`src/rtl/maxpool_pkg.sv`:
```
// maxpool_pkg: shared widths, frame-size select codes and the select-to-log2(W) decode.
package maxpool_pkg;
  localparam int DW = 8;
  localparam int SEL_W = 3;
  localparam logic [SEL_W-1:0] SEL_W8 = 3'd0;
  localparam logic [SEL_W-1:0] SEL_W16 = 3'd1;
  localparam logic [SEL_W-1:0] SEL_W32 = 3'd2;
  localparam logic [SEL_W-1:0] SEL_W64 = 3'd3;
  localparam logic [SEL_W-1:0] SEL_W128 = 3'd4;
  localparam logic [SEL_W-1:0] SEL_W256 = 3'd5;
  function automatic logic [3:0] sel2log(input logic [SEL_W-1:0] s);
    return (s > SEL_W256) ? 4'd3 : 4'd3 + {1'b0, s};
  endfunction
endpackage

```
`src/rtl/maxpool_2x2_win_ctrl_if.sv`:
```
// maxpool_2x2_win_ctrl_if: window-in / pooled-out bus; master drives windows, slave is the pooler.
interface maxpool_2x2_win_ctrl_if;
  import maxpool_pkg::*;
  logic [SEL_W-1:0] sel;
  logic stride2;
  logic win_valid;
  logic [4*DW-1:0] ifm_win2x2_batch;
  logic [DW-1:0] ofm_out;
  logic ofm_valid;
  logic frame_done;
  modport master(output sel, stride2, win_valid, ifm_win2x2_batch, input ofm_out, ofm_valid, frame_done);
  modport slave(input sel, stride2, win_valid, ifm_win2x2_batch, output ofm_out, ofm_valid, frame_done);
endinterface

```
`src/rtl/maxpool_2x2_win_ctrl_com_max2.sv`:
```
// com_max2: combinational two-input max; signed compare when MAXPOOL_SIGNED_EN is defined.
module com_max2 #(parameter int DW = 8) (
  input  logic [DW-1:0] i_a,
  input  logic [DW-1:0] i_b,
  output logic [DW-1:0] o_y
);
`ifdef MAXPOOL_SIGNED_EN
  assign o_y = ($signed(i_a) > $signed(i_b)) ? i_a : i_b;
`else
  assign o_y = (i_a > i_b) ? i_a : i_b;
`endif
endmodule

```
`src/rtl/maxpool_2x2_win_ctrl.sv`:
```
// maxpool_2x2_win_ctrl: frame position tracking, stride qualification and 2-stage 2x2 max pool.
// Build option MAXPOOL_SIGNED_EN selects signed comparisons (handled in com_max2).
module maxpool_2x2_win_ctrl
  import maxpool_pkg::*;
(
  input logic clk,
  input logic rst,
  maxpool_2x2_win_ctrl_if.slave s
);
  logic [7:0] r_col, r_row;
  logic [3:0] r_lw;
  logic r_s2;
  logic [DW-1:0] r_m0, r_m1;
  logic r_v1, r_last1;
  logic w_first, w_s2, w_lc, w_lr, w_q;
  logic [3:0] w_lw;
  logic [7:0] w_wm1;
  logic [DW-1:0] w_m0, w_m1, w_m;
  // the first pixel of a frame already runs under the config it latches
  always_comb begin
    w_first = s.win_valid && r_col == 8'd0 && r_row == 8'd0;
    w_lw = w_first ? sel2log(s.sel) : r_lw;
    w_s2 = w_first ? s.stride2 : r_s2;
    w_wm1 = 8'((9'd1 << w_lw) - 9'd1);
    w_lc = r_col == w_wm1;
    w_lr = r_row == w_wm1;
    w_q = s.win_valid && (w_s2 ? (r_row[0] && r_col[0]) : (r_row != 8'd0 && r_col != 8'd0));
  end
  com_max2 #(.DW(DW)) u_m0 (.i_a(s.ifm_win2x2_batch[DW-1:0]), .i_b(s.ifm_win2x2_batch[2*DW-1:DW]), .o_y(w_m0));
  com_max2 #(.DW(DW)) u_m1 (.i_a(s.ifm_win2x2_batch[3*DW-1:2*DW]), .i_b(s.ifm_win2x2_batch[4*DW-1:3*DW]), .o_y(w_m1));
  com_max2 #(.DW(DW)) u_m2 (.i_a(r_m0), .i_b(r_m1), .o_y(w_m));
  always_ff @(posedge clk or posedge rst) begin
    if (rst) begin
      r_col <= '0;
      r_row <= '0;
      r_lw <= 4'd3;
      r_s2 <= 1'b1;
    end else begin
      if (w_first) begin
        r_lw <= w_lw;
        r_s2 <= w_s2;
      end
      if (s.win_valid) begin
        r_col <= w_lc ? 8'd0 : r_col + 8'd1;
        if (w_lc) r_row <= w_lr ? 8'd0 : r_row + 8'd1;
      end
    end
  end
  always_ff @(posedge clk or posedge rst) begin
    if (rst) begin
      r_m0 <= '0;
      r_m1 <= '0;
      r_v1 <= 1'b0;
      r_last1 <= 1'b0;
      s.ofm_out <= '0;
      s.ofm_valid <= 1'b0;
      s.frame_done <= 1'b0;
    end else begin
      r_m0 <= w_m0;
      r_m1 <= w_m1;
      r_v1 <= w_q;
      r_last1 <= s.win_valid && w_lc && w_lr;
      if (r_v1) s.ofm_out <= w_m;
      s.ofm_valid <= r_v1;
      s.frame_done <= r_v1 && r_last1;
    end
  end
endmodule

```
`src/flat_wrapper.sv`:
```
// flat-port wrapper written by rule: the top's interface ports become plain ports
module maxpool_2x2_win_ctrl_flat import maxpool_pkg::*;
  (clk, rst, s_sel, s_stride2, s_win_valid, s_ifm_win2x2_batch, s_ofm_out, s_ofm_valid, s_frame_done);
  maxpool_2x2_win_ctrl_if s_i ();
  input logic clk;
  input logic rst;
  input wire logic [$bits(s_i.sel)-1:0] s_sel;
  input wire logic [$bits(s_i.stride2)-1:0] s_stride2;
  input wire logic [$bits(s_i.win_valid)-1:0] s_win_valid;
  input wire logic [$bits(s_i.ifm_win2x2_batch)-1:0] s_ifm_win2x2_batch;
  output wire logic [$bits(s_i.ofm_out)-1:0] s_ofm_out;
  output wire logic [$bits(s_i.ofm_valid)-1:0] s_ofm_valid;
  output wire logic [$bits(s_i.frame_done)-1:0] s_frame_done;
  assign s_i.sel = s_sel;
  assign s_i.stride2 = s_stride2;
  assign s_i.win_valid = s_win_valid;
  assign s_i.ifm_win2x2_batch = s_ifm_win2x2_batch;
  assign s_ofm_out = s_i.ofm_out;
  assign s_ofm_valid = s_i.ofm_valid;
  assign s_frame_done = s_i.frame_done;
  maxpool_2x2_win_ctrl u_core (.clk(clk), .rst(rst), .s(s_i));
endmodule
```
`config.mk`:
```
export PLATFORM = sky130hd
export DESIGN_NAME = maxpool_2x2_win_ctrl_flat
export DESIGN_NICKNAME = d
export VERILOG_FILES = /design/src/rtl/maxpool_pkg.sv /design/src/rtl/maxpool_2x2_win_ctrl_if.sv /design/src/rtl/maxpool_2x2_win_ctrl_com_max2.sv /design/src/rtl/maxpool_2x2_win_ctrl.sv /design/src/flat_wrapper.sv
export SDC_FILE = /design/constraint.sdc
export NUM_CORES = 1
export LEC_CHECK = 0
export CAP_MARGIN = 10
export CORE_ASPECT_RATIO = 1.2
export CORE_UTILIZATION = 56
export CTS_CLUSTER_DIAMETER = 120
export DETAILED_ROUTE_END_ITERATION = 8
export PLACE_DENSITY = 0.89
export SYNTH_ARGS = -nofsm -noshare
export SYNTH_HDL_FRONTEND = slang
export SYNTH_SLANG_ARGS = --single-unit
```
`constraint.sdc`:
```
create_clock -name clk -period 4.16 [get_ports clk]
set_input_delay 0.624 -clock clk [delete_from_list [all_inputs] [get_ports clk]]
set_output_delay 0.624 -clock clk [all_outputs]
set_load 0.005 [all_outputs]
```
==> results.md, run 1 <==
- Synth unique cells: 62
- Max H-tree Level: 2
- Reg2reg end: u_core.r_row[4]
- Hold depth: 2
- Final hold violation count: 0
- Area growth syn-to-layout: 20.4%
- CP most frequent cell: ha_1
- Filler cell count: 480
- PD cells: 496 nW/um2
- Post-DP HPWL: 6720 um
- Req. time, crit path: 4360 ps
- CP max-delay cell: clkdlybuf4s50_1
- Total routed wirelength: 8570 um
- Num rows: 31
- First-pass GRT wire length: 14400 um
- Vias in the first global route: 3163
- Final min period: 3890 ps
- Final hold slack: 518 ps
- Post-CTS Setup Bufs: 0
- RSZ-0062 raised after global routing: false
- Arr. time, crit path: 4090 ps
- CTS tree: done
- CP Class: in2reg
- Ys async rst share: 1.00
- Setup TNS: 0 ps
- R2R depth: 15
- Detailed router's first-iteration violation count: 273
- Initial Utilization: 0.589
- Ys Warns: 0
- Peak supply drop: 0.311 mV
- Remaining global-route overflow: 0
- Leading cell type in the layout, fill and taps excluded: clkdlybuf4s50_1
- #FFs+latches synth: 49
- Layout cells sized above 1: 0.161
- Syn_area_per_cell: 9.35 um2
- Reg2reg start: u_core.r_row[0]
- Final period utilization: 0.934
- CTS clock-pin slew for the worst setup and hold paths: 90 ps
- Total CTS buffers: 5
- Placed cells: 516
- Port bufs: 48
- Slew HR: 0.336
- Core ar.: 6130 um2
- WL per Instance: 16.4 um
- Mapped Area: 3610 um2
- Critical Path Start Type: primary input
- Leak Pwr: 0.00196 uW
- Syn nets: 456
- Die W: 75.3 um
- Worst slew pin tran: 996 ps
- Worst-path cell chain: clkdlybuf4s50_1, buf_4, ha_1, inv_1, a21oi_1, nand2b_1, nand2_1, nand3_1, ha_1, nor2_1, mux2_2, a2111oi_0, a2111oi_2, and4_2, nand2_2, nor2b_1, a22o_1
- Largest net degree at the start of global routing: 50
- I/O pins: 49
- Clock Skew: 8.18 ps
- Worst path bufs/invs: 3
- Diode count: 0
- CP top delay family: compound AO/OA/AOI/OAI gates
- Total GRT Usage: 0.278
- FF/Latch Area: 1230 um2
- Outcome: finished, final reports clean
- Max Root-Sink Buffers: 2
- Die ar.: 6770 um2
- Fin. max-slew vios: 0
- Setup crit end kind: flip-flop
- Worst min-delay path startpoint: u_core.r_s2
- DRT antenna net count: 0
- Setup violators final: 0
- Global placer's final weighted congestion: 0.918
- Post-synth EDFFs: 0
- Die Y: 89.9 um
- Via count: 3111
- Multi-input logic area: 2130 um2
- Initial antenna violation count: 0
- Clock Sink Count: 49
- Ys flop type: dfrtp_1
- TritonRoute pass-1 iters: 4
- Avg Vias per Cell: 5.94
- Root Buffer: clkbuf_8
- Most frequent cells in the layout: clkdlybuf4s50_1, dfrtp_1, inv_1
- Hold worst-path end: u_core.r_s2
- Flop-to-flop setup slack: 280 ps
- Fin nets: 511
- Number of cells in the finished layout apart from fillers: 524
- Fmax: 257 MHz
- Clk_lat worst skew: 310 ps
- Max cap viols: 0
- Drt drc: 0
- Post-Syn Instances: 386
- Sequential cell area fraction in the yosys report: 0.341
- Slowest stage delay, CP: 490 ps
- Worst-path fanout max: 8
- Hold/Removal Path Class: reg2reg
power breakdown:
part           leakage (uW)  total (uW)  internal (uW)  switching (uW)
sequential         0.000585         757            599             158
combinational       0.00133        1100            559             545
clock             0.0000447         293            122             172
kinds of logic after synthesis:
family / Yosys count / share of synthesized area
xor gates and xnor gates: 16 / 0.0409
muxes: 30 / 0.0898
buffers and inverters: 58 / 0.0687
AOI/OAI and AO/OA: 79 / 0.160
adders and majority gates: 31 / 0.107
and+or+nand+nor: 123 / 0.192
DFF: 49 / 0.341
cell type report:
class                           instances  share of cell area
Sequential cell                        49               0.283
Tap cell                               82              0.0236
Clock inverter                          3             0.00576
Inverter                               39              0.0337
Clock buffer                            5              0.0158
Multi-Input combinational cell        279               0.492
Timing Repair Buffer                   67               0.146
cells in the mapped netlist (4+ instances only):
cell,instances,area share
nand3_1,18,0.025
and3_1,6,0.010
a21o_1,6,0.012
or2_2,4,0.0069
mux2_2,16,0.050
nor3_1,5,0.0069
buf_2,6,0.0083
o311ai_2,5,0.023
o21ai_1,5,0.0069
nand2b_1,7,0.012
nor2_1,21,0.022
a31oi_1,4,0.0069
dfrtp_1,46,0.32
nand4_1,4,0.0069
ha_1,31,0.11
inv_1,38,0.040
o21ai_0,12,0.017
mux2i_1,13,0.036
xnor2_1,10,0.024
nand2_1,29,0.030
xor2_1,5,0.012
nor2b_1,5,0.0087
a21oi_1,21,0.029
clkbuf_1,9,0.0094
how the worst max path moves through the flow:
| stage | startpoint | end | slack (ps) | cells after the start |
|---|---|---|---|---|
| 6_report | s_sel[0] | u_core.r_row[4] | 270 | 17 |
| 5_1_grt | u_core.r_row[0] | u_core.r_row[4] | 10 | 15 |
| 4_1_cts | u_core.r_row[0] | u_core.r_row[4] | 210 | 15 |
| 3_5_place_dp | s_win_valid | u_core.r_row[4] | -40 | 14 |
| 3_3_place_gp | s_win_valid | u_core.r_row[4] | 140 | 14 |
| 2_1_floorplan | u_core.r_row[0] | u_core.r_row[4] | 360 | 18 |
layer usage:
| layer | GRT usage | share of wire | vias to the layer above |
|---|---|---|---|
| li1 | - | - | 1477 |
| met1 | 0.319 | 0.39 | 1517 |
| met2 | 0.487 | 0.54 | 93 |
| met3 | 0.0437 | 0.035 | 24 |
| met4 | 0.133 | 0.033 | 0 |
| met5 | 0 | 0 | - |
sequential cells by signal, summed over array words and instances, names as in the netlist, 4 cells and up:
name,cells
u_core.s.ofm_out,8
u_core.r_row,8
u_core.r_m0,8
u_core.r_col,8
u_core.r_lw,4
u_core.r_m1,8
per-stage QoR:
| step | setup slack [ps] | utilization | instance area [um2] | power, uW |
|---|---|---|---|---|
| CTS | 212 | 0.708 | 4340 | 2140 |
| global placement | 144 | 0.693 | 4250 | 1790 |
| floorplan | 358 | - | 3610 | 1450 |
| finish | 273 | 0.709 | 4340 | 2150 |
| global route | 14.3 | 0.709 | 4340 | 2300 |
| detailed placement | -44.5 | 0.693 | 4250 | 1850 |
tightest hold or removal path: stages, from the launching register on:
cell	delay (ps)
dfstp_2	370
nand2_1	60
nand2_1	80
repair_timing:
action,CTS,global route
hold buffers,0,0
setup endpoints to repair,0,7
gates resized for setup,0,3
Note: power is estimated with default switching activity, not from simulation.
==> run 2: changes to the inputs <==
--- a/config.mk
+++ b/config.mk
@@ -8,7 +8,6 @@
 export CAP_MARGIN = 10
 export CORE_ASPECT_RATIO = 1.2
 export CORE_UTILIZATION = 56
-export CTS_CLUSTER_DIAMETER = 120
 export DETAILED_ROUTE_END_ITERATION = 8
 export PLACE_DENSITY = 0.89
 export SYNTH_ARGS = -nofsm -noshare
==> results of run 2 <==
Same layout as run 1: the final DEF is identical, and so are final timing and power.
